[src/rtl/fetch_stage.sv]
// Instruction fetch stage: single-outstanding imem requester feeding decode
// through a small instruction buffer (FIFO_DEPTH entries, 2 or 4).
// Optional feature: define FETCH_BYPASS_EN to forward a returning response
// straight to decode when the buffer is empty (1-cycle fetch-to-decode).
module fetch_stage #(
  parameter logic [31:0] RESET_PC   = 32'h0000_0000,
  parameter int unsigned FIFO_DEPTH = 2
) (
  input  logic        clk_i,
  input  logic        rst_i,
  output logic        imem_req_o,
  output logic [31:0] imem_addr_o,
  input  logic        imem_gnt_i,
  input  logic        imem_rvalid_i,
  input  logic [31:0] imem_rdata_i,
  input  logic        redirect_i,
  input  logic [31:0] redirect_pc_i,
  output logic        id_valid_o,
  input  logic        id_ready_i,
  output logic [31:0] id_instr_o,
  output logic [31:0] id_pc_o,
  output logic [31:0] id_pc_plus4_o
);

  localparam int unsigned PTR_W   = (FIFO_DEPTH > 2) ? 2 : 1;
  localparam logic [2:0]  DEPTH_C = 3'(FIFO_DEPTH);
  localparam logic [31:0] NOP     = 32'h0000_0013;

  typedef enum logic [1:0] {
    S_IDLE,
    S_WAIT,
    S_DROP
  } state_e;

  state_e             state_q, state_d;
  logic [31:0]        fetch_pc_q, fetch_pc_d;
  logic [31:0]        resp_pc_q, resp_pc_d;
  logic [2:0]         count_q, count_d;
  logic [PTR_W-1:0]   rd_ptr_q, rd_ptr_d;
  logic [PTR_W-1:0]   wr_ptr_q, wr_ptr_d;
  logic [31:0]        buf_instr_q [FIFO_DEPTH];
  logic [31:0]        buf_instr_d [FIFO_DEPTH];
  logic [31:0]        buf_pc_q    [FIFO_DEPTH];
  logic [31:0]        buf_pc_d    [FIFO_DEPTH];

  logic               fifo_empty;
  logic               grant;
  logic               resp_kept;
  logic               bypass_hit;
  logic               push;
  logic               pop;
  logic [31:0]        out_instr;
  logic [31:0]        out_pc;

  // Request side: only IDLE may issue, and only if the buffer has room.
  always_comb begin
    fifo_empty  = (count_q == '0);
    imem_req_o  = !rst_i && !redirect_i && (state_q == S_IDLE) && (count_q < DEPTH_C);
    imem_addr_o = fetch_pc_q;
    grant       = imem_req_o && imem_gnt_i;
    resp_kept   = (state_q == S_WAIT) && imem_rvalid_i && !redirect_i && !rst_i;
  end

  // Decode side: buffer head, or the live response when bypass is enabled.
  always_comb begin
`ifdef FETCH_BYPASS_EN
    bypass_hit = resp_kept && fifo_empty;
`else
    bypass_hit = 1'b0;
`endif
    out_instr = buf_instr_q[rd_ptr_q];
    out_pc    = buf_pc_q[rd_ptr_q];
    if (bypass_hit) begin
      out_instr = imem_rdata_i;
      out_pc    = resp_pc_q;
    end
    id_valid_o    = !rst_i && !redirect_i && (!fifo_empty || bypass_hit);
    id_instr_o    = id_valid_o ? out_instr : NOP;
    id_pc_o       = rst_i ? '0 : out_pc;
    id_pc_plus4_o = id_pc_o + 32'd4;
    pop           = id_valid_o && id_ready_i && !fifo_empty;
    push          = resp_kept && !(bypass_hit && id_ready_i);
  end

  // Next-state: FSM, fetch PC, buffer pointers/contents, redirect flush.
  always_comb begin
    state_d     = state_q;
    fetch_pc_d  = fetch_pc_q;
    resp_pc_d   = resp_pc_q;
    count_d     = count_q;
    rd_ptr_d    = rd_ptr_q;
    wr_ptr_d    = wr_ptr_q;
    buf_instr_d = buf_instr_q;
    buf_pc_d    = buf_pc_q;

    if (grant) begin
      fetch_pc_d = fetch_pc_q + 32'd4;
      resp_pc_d  = fetch_pc_q;
    end

    unique case (state_q)
      S_IDLE: begin
        if (grant) state_d = S_WAIT;
      end
      S_WAIT: begin
        // A response arriving alongside the redirect is already consumed,
        // so DROP is only needed when it is still in flight.
        if (redirect_i) state_d = imem_rvalid_i ? S_IDLE : S_DROP;
        else if (imem_rvalid_i) state_d = S_IDLE;
      end
      S_DROP: begin
        if (imem_rvalid_i) state_d = S_IDLE;
      end
      default: state_d = S_IDLE;
    endcase

    if (push) begin
      buf_instr_d[wr_ptr_q] = imem_rdata_i;
      buf_pc_d[wr_ptr_q]    = resp_pc_q;
      wr_ptr_d              = wr_ptr_q + PTR_W'(1);
    end
    if (pop) begin
      rd_ptr_d = rd_ptr_q + PTR_W'(1);
    end
    count_d = count_q + 3'(push) - 3'(pop);

    if (redirect_i) begin
      count_d    = '0;
      rd_ptr_d   = '0;
      wr_ptr_d   = '0;
      fetch_pc_d = redirect_pc_i & ~32'h3;
    end
  end

  // State registers with synchronous active-high reset.
  always_ff @(posedge clk_i) begin
    if (rst_i) begin
      state_q     <= S_IDLE;
      fetch_pc_q  <= RESET_PC & ~32'h3;
      resp_pc_q   <= '0;
      count_q     <= '0;
      rd_ptr_q    <= '0;
      wr_ptr_q    <= '0;
      buf_instr_q <= '{default: '0};
      buf_pc_q    <= '{default: '0};
    end else begin
      state_q     <= state_d;
      fetch_pc_q  <= fetch_pc_d;
      resp_pc_q   <= resp_pc_d;
      count_q     <= count_d;
      rd_ptr_q    <= rd_ptr_d;
      wr_ptr_q    <= wr_ptr_d;
      buf_instr_q <= buf_instr_d;
      buf_pc_q    <= buf_pc_d;
    end
  end

endmodule

[config.mk]
export PLATFORM = sky130hd
export DESIGN_NAME = fetch_stage
export DESIGN_NICKNAME = d
export VERILOG_FILES = /design/src/rtl/fetch_stage.sv
export SDC_FILE = /design/constraint.sdc
export NUM_CORES = 1
export LEC_CHECK = 0
export BUFFER_PORTS_ARGS = -buffer_cell sky130_fd_sc_hd__buf_2
export CELL_PAD_IN_SITES_DETAIL_PLACEMENT = 2
export CELL_PAD_IN_SITES_GLOBAL_PLACEMENT = 2
export CORE_ASPECT_RATIO = 1.25
export CORE_MARGIN = 2
export CORE_UTILIZATION = 33
export CTS_BUF_LIST = sky130_fd_sc_hd__clkbuf_8 sky130_fd_sc_hd__clkbuf_16
export CTS_CLUSTER_DIAMETER = 150
export DETAILED_ROUTE_END_ITERATION = 16
export PLACE_DENSITY = 0.82
export SYNTH_ARGS = -nofsm -noshare
export SYNTH_HDL_FRONTEND = slang
export SYNTH_SLANG_ARGS = --single-unit
[constraint.sdc]
create_clock -name clk_i -period 7.08 [get_ports clk_i]
set_clock_uncertainty 0.05 [all_clocks]
set_input_delay 1.416 -clock clk_i [delete_from_list [all_inputs] [get_ports clk_i]]
set_output_delay 1.416 -clock clk_i [all_outputs]
set_load 0.005 [all_outputs]
==> flow_summary.json <==
{
  "worst_r2r_startpoint": "count_q[1]$_SDFF_PP0_",
  "worstSetupEndpointType": "primary output",
  "min-delay-start": "buf_pc_q[28]$_SDFFE_PP0P_",
  "fmaxAchievable_mhz": 192,
  "die_width_um": 152,
  "syn_area_sq_mm": 0.00898,
  "grt_max_degree": 75,
  "cts_hold_buf": 0,
  "worst_setup_path_endpoint": "id_pc_plus4_o[31]",
  "chipHeight_um": 188,
  "dpl.hpwl_um": 21100,
  "slew_viol_final": 0,
  "worst_setup_path_startpoint": "rd_ptr_q$_SDFFE_PP0P_",
  "final-setup-viol-count": 0,
  "clock_buffers_created_by_tritoncts": 17,
  "critPathSlowestCell": "sky130_fd_sc_hd__dfxtp_4",
  "vias_per_cell": 5.28,
  "drt_iter0_markers": 324,
  "tritoncts_num_sinks": 191,
  "yosys_warnings": 0,
  "routedWlPerCell_um": 18.6,
  "timing.critical_path.max_delay_family": "flip-flops",
  "outcome": "complete, no violations",
  "ir_drop_uv": 164,
  "detail_route.wirelength_um": 31400,
  "core-area_sq_mm": 0.0268,
  "grt_first_pass_wirelength_um": 50800,
  "final_layout_size_suffix_gt1_frac": 0.192,
  "timing_worst_setup_path_type": "reg2out",
  "ctsLongestPathBuffers": 2,
  "clock_tree_from_tritoncts": "yes",
  "synth.distinct_cells": 51,
  "r2r.worst_path.cells": 11,
  "holdPathStages": 2,
  "post_cts_setup_buffers": 0,
  "rsz0062_at_grt": "no",
  "worst_path_arrival_ns": 3.74,
  "timing.critical_path.slowest_cell_delay_ns": 0.87,
  "cp_num_cells": 7,
  "ys_async_sr_fraction": 0,
  "number_of_buffers_inserted_by_port_buffering": 191,
  "post_cts.resized_instances": 0,
  "path_cells": "buf_4, mux2i_1, a211oi_2, nand4b_2, nor4_1, xor2_1, buf_2",
  "share_clk_of_total_power": 0.463,
  "remaining_drc_errors": 0,
  "grt_util_all_layers": 0.224,
  "power_leakage_nw": 3.94,
  "dpl_cell_area_sq_mm": 0.0101,
  "first_global_vias": 9457,
  "hold_class": "reg2reg",
  "design.die.area_sq_mm": 0.0286,
  "timing.critical_path.fanout_max": 52,
  "critical_path.reg2reg.endpoint": "count_q[2]$_SDFF_PP0_",
  "gp_congestion": 0.779,
  "fin_setup_tns_ns": 0,
  "floorplan.initialDensity": 0.335,
  "number_of_antenna_violations_at_the_first_check_in_global_routing": 1,
  "post_synth_inst_count": 1184,
  "p_sw_frac": 0.243,
  "syn-mean-instance-area_sq_um": 7.59,
  "synth.ff_latch_count": 191,
  "synth_enable_flop_cells": 0,
  "drtPass1Iterations": 4,
  "antenna_violating_nets_post_route": 0,
  "htreeDepth": 4,
  "clock_latency_of_the_later_clocked_register_in_the_worst_skew_pair_ns": 0.45,
  "worst-endpoint-required_ns": 5.61,
  "fin_crit_sh": 0.735,
  "reg2reg_setup_slack_ns": 3.99,
  "floorplan.io_pins": 200,
  "p_switching_mw": 0.552,
  "power-per-cell-area_mw_per_mm2": 211,
  "floorplan.rows": 67,
  "cp_num_buf_inv": 2,
  "ys_seq_area_frac": 0.426,
  "synth-main-ff-cell": "sky130_fd_sc_hd__dfxtp_1",
  "synthToLayoutAreaGrowth_pct": 19.7,
  "postLayoutCellArea_sq_mm": 0.0108,
  "startpoint_type": "flop",
  "routed-via-count": 8902,
  "final_hold_viol_count": 0,
  "design.final.nets": 1402,
  "cts.root.buffer_cell": "sky130_fd_sc_hd__clkbuf_16",
  "tightestPinTransition_ns": 1.13,
  "clkTransAtPathRegs_ns": 0.08,
  "tmin_final_ns": 5.21,
  "internal-power_mw": 1.72,
  "seq_power_share": 0.489,
  "total_grt_overflow": 0,
  "timing.max_slew.rel_slack": 0.246,
  "power.combinational.fraction": 0.048,
  "max_cap_violations": 0
}
==> cell families after synthesis <==
group                    after synthesis  synth area share
buffers and inverters                 99            0.0494
multiplexers                          67            0.0753
XOR/XNOR                              30            0.0292
other                                  1          0.000417
AND/OR/NAND/NOR                      552             0.264
adder cells (fa/ha/maj)                6           0.00919
flip-flops                           191             0.426
AO/OA/AOI/OAI                        238             0.147
==> area by class of cell <==
type                            count  area, sq um
Tap cell                          345          432
Sequential cell                   191         3830
Clock inverter                     13          174
Fill cell                        3213        16100
Antenna cell                        1         2.50
Clock buffer                       19          464
Multi-Input combinational cell    899         4750
Inverter                           14         52.6
Timing Repair Buffer              203         1050
==> how the worst min path moves through the flow <==
stage / endpoint
4_1_cts: buf_pc_q[28]$_SDFFE_PP0P_
5_1_grt: buf_instr_q[15]$_SDFFE_PP0P_
2_1_floorplan: buf_instr_q[32]$_SDFFE_PP0P_
6_report: buf_pc_q[28]$_SDFFE_PP0P_
3_5_place_dp: buf_pc_q[28]$_SDFFE_PP0P_
3_3_place_gp: buf_instr_q[45]$_SDFFE_PP0P_
==> cells in the final DEF (no fill, tap or decap), drive strengths merged, types with 6 or more instances in the layout <==
cell      n
nand2   352
buf     203
dfxtp   191
a21oi   178
nor2     89
mux2i    62
nand3    21
xor2     20
o21ai    19
nand4    19
clkbuf   19
nor3     18
inv      17
a31oi    12
xnor2    10
nand3b    8
o311ai    8
nand2b    7
nor4      6
a32oi     6
conb      6
==> tightest hold or removal path, stage by stage (launching register included) <==
cell and delay, ns:
sky130_fd_sc_hd__dfxtp_1 0.31, sky130_fd_sc_hd__nand2_1 0.05, sky130_fd_sc_hd__a21oi_1 0.05
==> sequential cells by signal, summed over array words and instances, names as in the netlist <==
| name | cells |
|---|---|
| buf_instr_q | 64 |
| buf_pc_q | 60 |
| imem_addr_o | 30 |
| resp_pc_q | 30 |
| count_q | 3 |
| state_q | 2 |
| rd_ptr_q | 1 |
| wr_ptr_q | 1 |
==> synthesized netlist by cell type, drive strengths merged (5+ instances only) <==
library cell    n  area share
mux2            5      0.0063
inv            14      0.0058
nand3          21       0.012
clkbuf         58       0.024
nand4          19       0.014
buf            27       0.019
a31oi          12      0.0084
xor2           20       0.019
mux2i          62       0.069
o21ai          19       0.011
and2            5      0.0035
ha              5      0.0070
o311ai          8      0.0078
nand2         352        0.15
nand3b          8      0.0067
nand2b          7      0.0049
a32oi           6      0.0058
nor2           89       0.037
xnor2          10      0.0097
nor4            6      0.0042
or4             5      0.0046
nor3           18       0.011
a21oi         178       0.099
dfxtp         191        0.43
==> layer usage <==
layer	part of all wire	global-route usage	wire, um	vias up
met5	0	0	0	-
met4	0.0086	0.0463	269	0
met3	0.036	0.0358	1140	19
met2	0.49	0.388	15500	185
met1	0.46	0.293	14500	4438
li1	-	-	-	4260
==> power by group through the flow <==
stage	Combinational, mW	Sequential, mW	Clock, mW
floorplan	0.0593	1.13	0
global placement	0.106	1.13	0
detailed placement	0.109	1.14	0
CTS	0.109	1.11	1.07
global route	0.121	1.11	1.12
finish	0.108	1.11	1.05
==> stage by stage <==
step / utilization / setup WS [ns] / std cells / power, mW / hold slack, ns
finish: 0.401 / 1.87 / 1685 / 2.27 / 0.408
global route: 0.401 / 1.65 / 1685 / 2.36 / 0.430
CTS: 0.401 / 1.82 / 1684 / 2.29 / 0.410
detailed placement: 0.377 / 1.88 / 1652 / 1.24 / 0.400
global placement: 0.377 / 1.97 / 1652 / 1.24 / 0.391
floorplan: - / 1.83 / 1189 / 1.19 / 0.386
No activity file was read; power rests on OpenSTA's default activity.
